### config.mk
export PLATFORM = sky130hd
export DESIGN_NAME = fifo_uart_tx
export DESIGN_NICKNAME = d
export VERILOG_FILES = /design/src/rtl/fifo_uart_pkg.sv /design/src/rtl/fifo_uart_tx_baud.sv /design/src/rtl/fifo_uart_tx.sv
export SDC_FILE = /design/constraint.sdc
export NUM_CORES = 1
export LEC_CHECK = 0
export BUFFER_PORTS_ARGS = -buffer_cell sky130_fd_sc_hd__buf_2
export CORE_AREA = 2 2 54 56
export CTS_CLUSTER_SIZE = 16
export DETAILED_ROUTE_END_ITERATION = 12
export DIE_AREA = 0 0 56 58
export HOLD_SLACK_MARGIN = 0.1
export PLACE_DENSITY = 0.81
export SYNTH_ARGS = -nofsm -noshare
export SYNTH_HDL_FRONTEND = slang
export SYNTH_SLANG_ARGS = --single-unit
### constraint.sdc
create_clock -name clk -period 3.4 [get_ports clk]
set_input_delay 0.34 -clock clk [delete_from_list [all_inputs] [get_ports clk]]
set_output_delay 0.34 -clock clk [all_outputs]
set_load 0.01 [all_outputs]
### src/rtl/fifo_uart_pkg.sv
// Shared types and constants for the FIFO-fed UART transmitter.
// The frame is 8N1: one start bit, DATA_BITS data bits sent LSB first, one stop bit.
package fifo_uart_pkg;

   // Payload width of one UART frame.
   localparam int DATA_BITS = 8;

   // Line levels: the line idles (and stops) high, and the start bit pulls it low.
   localparam logic IDLE_LEVEL  = 1'b1;
   localparam logic START_LEVEL = 1'b0;

   // Bit index width and the index of the last data bit (MSB).
   localparam int                   BIT_IDX_W    = $clog2(DATA_BITS);
   localparam logic [BIT_IDX_W-1:0] LAST_BIT_IDX = BIT_IDX_W'(DATA_BITS - 1);

   // Transmitter states. START/DATA/STOP each last a whole number of bit periods.
   typedef enum logic [1:0] {
      IDLE  = 2'd0,
      START = 2'd1,
      DATA  = 2'd2,
      STOP  = 2'd3
   } state_t;

endpackage

### src/rtl/fifo_uart_tx_baud.sv
// Bit-period timer for the UART transmitter.
// Counts 0..CLKS_PER_BIT-1 and wraps. tick is high on the last cycle of each bit
// period. clear restarts the count at 0, so the period that starts after a clear
// has its full length. This keeps every bit exact and stops any carry-over
// between frames.
module uart_baud_tick #(
   parameter int CLKS_PER_BIT = 868
) (
   input  logic clk,
   input  logic reset,
   input  logic clear,
   output logic tick
);

   localparam int               CNT_W    = (CLKS_PER_BIT > 1) ? $clog2(CLKS_PER_BIT) : 1;
   localparam logic [CNT_W-1:0] LAST_CNT = CNT_W'(CLKS_PER_BIT - 1);

   logic [CNT_W-1:0] r_cnt;

   // Free-running, wrapping bit-period counter. It restarts on clear.
   // NOTE: sequential state is assigned with <= only. Every flop then samples the
   // pre-edge values, whatever order the statements come in.
   always_ff @(posedge clk) begin
      if (reset || clear) begin
         r_cnt <= '0;
      end else if (r_cnt == LAST_CNT) begin
         r_cnt <= '0;
      end else begin
         r_cnt <= r_cnt + CNT_W'(1);
      end
   end

   assign tick = (r_cnt == LAST_CNT);

endmodule

### src/rtl/fifo_uart_tx.sv
// Drain side for the 8-bit fall-through FIFO.
// The block pops one byte at a time through the FIFO read port and sends it as an
// 8N1 frame on txd. If the FIFO still has data when the stop bit ends, the next
// frame follows back-to-back with no idle gap. All outputs come straight from
// flops.
module fifo_uart_tx
   import fifo_uart_pkg::*;
#(
   parameter int CLKS_PER_BIT = 868
) (
   input  logic                 clk,
   input  logic                 reset,
   input  logic                 enable,
   input  logic [DATA_BITS-1:0] fifo_dout,
   input  logic                 fifo_empty,
   output logic                 fifo_rd,
   output logic                 txd,
   output logic                 busy
);

   // Registered state
   state_t               r_state;
   logic [DATA_BITS-1:0] r_shift;
   logic [BIT_IDX_W-1:0] r_bit_idx;
   logic                 r_txd;
   logic                 r_busy;
   logic                 r_fifo_rd;

   // Next-state values
   state_t               w_state_next;
   logic [DATA_BITS-1:0] w_shift_next;
   logic [BIT_IDX_W-1:0] w_bit_idx_next;
   logic                 w_txd_next;
   logic                 w_busy_next;
   logic                 w_fifo_rd_next;

   // Control
   logic                 w_tick;
   logic                 w_can_load;
   logic                 w_load;

   // A new byte may be taken only when frames are enabled and the FIFO shows data.
   // fifo_dout is looked at only on the edge where w_load is high.
   assign w_can_load = enable && !fifo_empty;

   // The load edge restarts the bit timer, so the start bit gets its full width.
   uart_baud_tick #(
      .CLKS_PER_BIT(CLKS_PER_BIT)
   ) u_baud (
      .clk  (clk),
      .reset(reset),
      .clear(w_load),
      .tick (w_tick)
   );

   // Next-state logic: walk START -> DATA x8 -> STOP, one bit per tick, and
   // chain straight into the next frame when a byte is waiting at the end of STOP.
   always_comb begin
      // NOTE: every signal gets a default before the case. No path can then leave
      // one unassigned, so no latch is inferred.
      w_state_next   = r_state;
      w_shift_next   = r_shift;
      w_bit_idx_next = r_bit_idx;
      w_txd_next     = r_txd;
      w_busy_next    = r_busy;
      w_fifo_rd_next = 1'b0;
      w_load         = 1'b0;

      unique case (r_state)
         IDLE: begin
            w_txd_next  = IDLE_LEVEL;
            w_busy_next = 1'b0;
            if (w_can_load) begin
               w_load = 1'b1;
            end
         end

         START: begin
            if (w_tick) begin
               w_state_next   = DATA;
               w_bit_idx_next = '0;
               w_txd_next     = r_shift[0];
            end
         end

         DATA: begin
            if (w_tick) begin
               if (r_bit_idx == LAST_BIT_IDX) begin
                  // The index stays at 7 here; START sets it back to 0 for the next frame.
                  w_state_next = STOP;
                  w_txd_next   = IDLE_LEVEL;
               end else begin
                  w_bit_idx_next = r_bit_idx + BIT_IDX_W'(1);
                  w_txd_next     = r_shift[w_bit_idx_next];
               end
            end
         end

         STOP: begin
            if (w_tick) begin
               if (w_can_load) begin
                  w_load = 1'b1;
               end else begin
                  w_state_next = IDLE;
                  w_busy_next  = 1'b0;
                  w_txd_next   = IDLE_LEVEL;
               end
            end
         end

         default: begin
            w_state_next = IDLE;
            w_busy_next  = 1'b0;
            w_txd_next   = IDLE_LEVEL;
         end
      endcase

      // Loading is the same from IDLE and from the last STOP cycle: take the byte,
      // pulse the read strobe for one cycle, and drive the start bit next cycle.
      // The FIFO advances on the edge that ends the strobe cycle. fifo_dout has
      // already been captured by then.
      if (w_load) begin
         w_shift_next   = fifo_dout;
         w_fifo_rd_next = 1'b1;
         w_state_next   = START;
         w_txd_next     = START_LEVEL;
         w_busy_next    = 1'b1;
      end
   end

   // State and output registers, with a synchronous reset.
   // A reset in the middle of a frame drops the partial byte and does not re-read it.
   always_ff @(posedge clk) begin
      if (reset) begin
         // NOTE: the shift register is reset with the rest of the state. It is a
         // single flop word, not a memory array, so the reset costs nothing and
         // keeps the flops clear of X in simulation.
         r_state   <= IDLE;
         r_shift   <= '0;
         r_bit_idx <= '0;
         r_txd     <= IDLE_LEVEL;
         r_busy    <= 1'b0;
         r_fifo_rd <= 1'b0;
      end else begin
         r_state   <= w_state_next;
         r_shift   <= w_shift_next;
         r_bit_idx <= w_bit_idx_next;
         r_txd     <= w_txd_next;
         r_busy    <= w_busy_next;
         r_fifo_rd <= w_fifo_rd_next;
      end
   end

   assign fifo_rd = r_fifo_rd;
   assign txd     = r_txd;
   assign busy    = r_busy;

endmodule

==> insert_results.sql <==
INSERT INTO impl_metrics (metric_group, metric, value, unit) VALUES
('power', 'share_comb_of_total_power', '0.321', ''),
('synth', 'netlist.top_cell.by_area', 'sky130_fd_sc_hd__dfxtp_1', ''),
('sta', 'setup_ws', '1500', 'ps'),
('worst_setup_path', 'critical_path.slowest_cell', 'sky130_fd_sc_hd__o41ai_4', ''),
('worst_setup_path', 'timing.rr.start', 'u_baud.r_cnt[0]$_SDFF_PP0_', ''),
('clock_network', 'cts_buffer_depth', '2', ''),
('synth', 'ys_seq_elements', '26', ''),
('power', 'net-switching-power', '0.267', 'mW'),
('power', 'switching_share', '0.349', ''),
('power', 'power_frac_clock', '0.207', ''),
('clock_network', 'cts_inserted_buffers', '3', ''),
('worst_setup_path', 'timing.critical_path.from_type', 'flop', ''),
('power', 'power_report.internal_total', '0.497', 'mW'),
('cells_and_area', 'postLayoutCoreUtil', '0.572', ''),
('placement', 'dpl.hpwl', '2.14', 'mm'),
('synth', 'syn_inst', '158', ''),
('die', 'core-area', '2660', 'um^2'),
('grt', 'grt_remaining_overflow', '0', ''),
('synth', 'synth_compound_gate_area_share', '0.209', ''),
('grt', 'grt_usage', '0.190', ''),
('sta', 'post-route-period-util', '0.558', ''),
('clock_network', 'postCtsResizedCells', '0', ''),
('die', 'floorplan.io_pins', '15', ''),
('synth', 'synth_area_leaders', 'sky130_fd_sc_hd__dfxtp_1, sky130_fd_sc_hd__ha_1, sky130_fd_sc_hd__o21ai_0, sky130_fd_sc_hd__a21oi_1, sky130_fd_sc_hd__nand3_1', ''),
('synth', 'ys_async_rst_share', '0', ''),
('grt', 'largest_net_degree_at_the_start_of_global_routing', '20', ''),
('cells_and_area', 'post_route_cells_drive_above_1_share', '0.160', ''),
('sta', 'report.final.setup_viol', '0', ''),
('die', 'die_y', '58', 'um'),
('clock_network', 'clock_sink_count', '26', ''),
('cells_and_area', 'instances_no_fill', '200', ''),
('worst_setup_path', 'r2r_setup_slack', '1500', 'ps'),
('sta', 'hold_viol', '0', ''),
('synth', 'synth_cell_types', '40', ''),
('worst_setup_path', 'critical_path.max_fanout', '5', ''),
('clock_network', 'htreeDepth', '1', ''),
('routing', 'ant_nets', '0', ''),
('die', 'initial_utilization', '0.531', ''),
('routing', 'route.detailed.drc', '0', ''),
('clock_network', 'root_buffer', 'sky130_fd_sc_hd__clkbuf_4', ''),
('synth', 'synth_simple_gate_area_share', '0.238', ''),
('synth', 'yosys.area_share.adder', '0.0619', ''),
('min_path', 'number_of_cells_traversed_by_the_worst_hold_path', '3', ''),
('worst_setup_path', 'timing.critical_path.slowest_cell_delay', '460', 'ps'),
('power', 'sequentialPowerShare', '0.472', ''),
('worst_setup_path', 'worst-endpoint-required', '3640', 'ps'),
('worst_setup_path', 'worst-endpoint-arrival', '2130', 'ps'),
('routing', 'detailroute.via_count', '1201', ''),
('min_path', 'worst_hold_startpoint', 'fifo_dout[0]', ''),
('synth', 'synth_top_family_by_area', 'simple AND/OR/NAND/NOR gates', ''),
('power', 'p_leak', '0.526', 'nW'),
('power', 'peakVddDrop', '0.000323', 'V'),
('run_status', 'status', 'finished clean', ''),
('die', 'die_width', '56', 'um'),
('clock_network', 'clk_pin_slew', '140', 'ps'),
('cells_and_area', 'n_antenna_cell', '0', ''),
('routing', 'drt_pre_antenna_iters', '4', ''),
('min_path', 'hp-class', 'input pin to flop', ''),
('clock_network', 'holdBufCountCts', '0', ''),
('sta', 'maxSlewHeadroom', '0.712', ''),
('synth', 'syn_nets', '177', ''),
('synth', 'fraction_of_synthesized_area_in_multiplexers', '0.0389', ''),
('cells_and_area', 'area_delta_synth_final', '7.69', '%'),
('sta', 'max_freq', '527', 'MHz'),
('sta', 'finalClockSkew', '7.70', 'ps'),
('synth', 'synth_xor_xnor_area_share', '0.0433', ''),
('clock_network', 'cts_tree', 'yes', ''),
('min_path', 'worstHoldEndpoint', 'r_shift[0]$_SDFFE_PP0P_', ''),
('synth', 'netlist.area_leader.share', '0.368', ''),
('worst_setup_path', 'cp_num_buf_inv', '0', ''),
('grt', 'number_of_antenna_violations_at_the_first_check_in_global_routing', '0', '');
## power by group through the flow
stage          sequential (mW)  clock (mW)  combinational (mW)
3_3_place_gp             0.365           0               0.235
2_1_floorplan            0.366           0               0.198
6_report                 0.361       0.158               0.245
5_1_grt                  0.367       0.169               0.274
4_1_cts                  0.361       0.158               0.246
3_5_place_dp             0.367           0               0.244
## routing by layer
| layer | vias up | global-route usage | share of wire |
|---|---|---|---|
| met5 | - | 0 | 0 |
| met4 | 0 | 0.0952 | 0.023 |
| met3 | 7 | 0.0246 | 0.054 |
| met2 | 40 | 0.304 | 0.47 |
| met1 | 555 | 0.254 | 0.45 |
| li1 | 599 | - | - |
## cells by family after synthesis
kind of cell / Yosys count
compound gates: 42
simple gates: 58
buf+inv: 13
fa+ha+maj: 7
mux: 5
xor+xnor: 7
flops: 26
## area by class of cell
type | instances | area, um^2 | share of cell area
multi-input cells | 119 | 836 | 0.548
flip-flops and latches | 26 | 520 | 0.342
repair buffers | 14 | 70.1 | 0.0460
well taps | 31 | 38.8 | 0.0255
clock buffers | 4 | 36.3 | 0.0238
inverters | 6 | 22.5 | 0.0148
## worst register-to-register path, delay by kind of cell, from the launching register on
family          cells  cell delay [ps]
flops               1              420
simple gates        2              330
compound gates      1              460
fa+ha+maj           1              270
mux                 1              320
## placed cells by master (no fill, tap or decap), drive strengths merged, types with 4 or more instances in the layout
| master | synthesis | routed |
|---|---|---|
| a21oi | 13 | 13 |
| inv | 6 | 6 |
| xor2 | 4 | 4 |
| nor2 | 12 | 12 |
| clkbuf | 4 | 4 |
| mux2i | 4 | 4 |
| nor3 | 6 | 6 |
| nand3 | 15 | 15 |
| a211oi | 5 | 5 |
| ha | 7 | 7 |
| dfxtp | 26 | 26 |
| nand2 | 7 | 7 |
| o21ai | 14 | 14 |
| buf | 3 | 14 |
## worst max path at each step
stage	startpoint	endpoint	slack [ps]	cells past startpoint
after floorplan	u_baud.r_cnt[0]$_SDFF_PP0_	r_state[1]$_SDFFE_PP0P_	1730	5
after global placement	u_baud.r_cnt[0]$_SDFF_PP0_	r_state[1]$_SDFFE_PP0P_	1600	5
after detailed placement	u_baud.r_cnt[0]$_SDFF_PP0_	r_state[1]$_SDFFE_PP0P_	1540	5
after CTS	u_baud.r_cnt[0]$_SDFF_PP0_	r_state[1]$_SDFFE_PP0P_	1520	5
after global routing	r_state[0]$_SDFFE_PP0P_	u_baud.r_cnt[6]$_SDFF_PP0_	1340	6
final	u_baud.r_cnt[0]$_SDFF_PP0_	r_state[1]$_SDFFE_PP0P_	1500	5
## stage by stage
stage,instance area (um^2),power (mW)
finish,1520,0.764
global placement,1490,0.600
global route,1520,0.810
detailed placement,1490,0.612
floorplan,1420,0.564
CTS,1520,0.765
## registers in the layout (all words and copies together) (netlist names)
signal / cells
r_bit_idx: 3
r_shift: 8
u_baud.r_cnt: 10
busy: 1
txd: 1
r_state: 2
fifo_rd: 1
## Yosys cell counts, types with 2 or more instances
cell type	count
sky130_fd_sc_hd__a211o_1	2
sky130_fd_sc_hd__a211oi_1	4
sky130_fd_sc_hd__a21oi_1	13
sky130_fd_sc_hd__and3_1	2
sky130_fd_sc_hd__buf_2	2
sky130_fd_sc_hd__clkbuf_1	4
sky130_fd_sc_hd__dfxtp_1	26
sky130_fd_sc_hd__ha_1	7
sky130_fd_sc_hd__inv_1	6
sky130_fd_sc_hd__mux2i_1	4
sky130_fd_sc_hd__nand2_1	7
sky130_fd_sc_hd__nand2b_1	3
sky130_fd_sc_hd__nand3_1	13
sky130_fd_sc_hd__nand3_2	2
sky130_fd_sc_hd__nand4_1	3
sky130_fd_sc_hd__nor2_1	12
sky130_fd_sc_hd__nor2b_1	2
sky130_fd_sc_hd__nor3_1	6
sky130_fd_sc_hd__o21ai_0	14
sky130_fd_sc_hd__xnor2_1	3
sky130_fd_sc_hd__xor2_1	4
No activity file was read; power rests on OpenSTA's default activity.
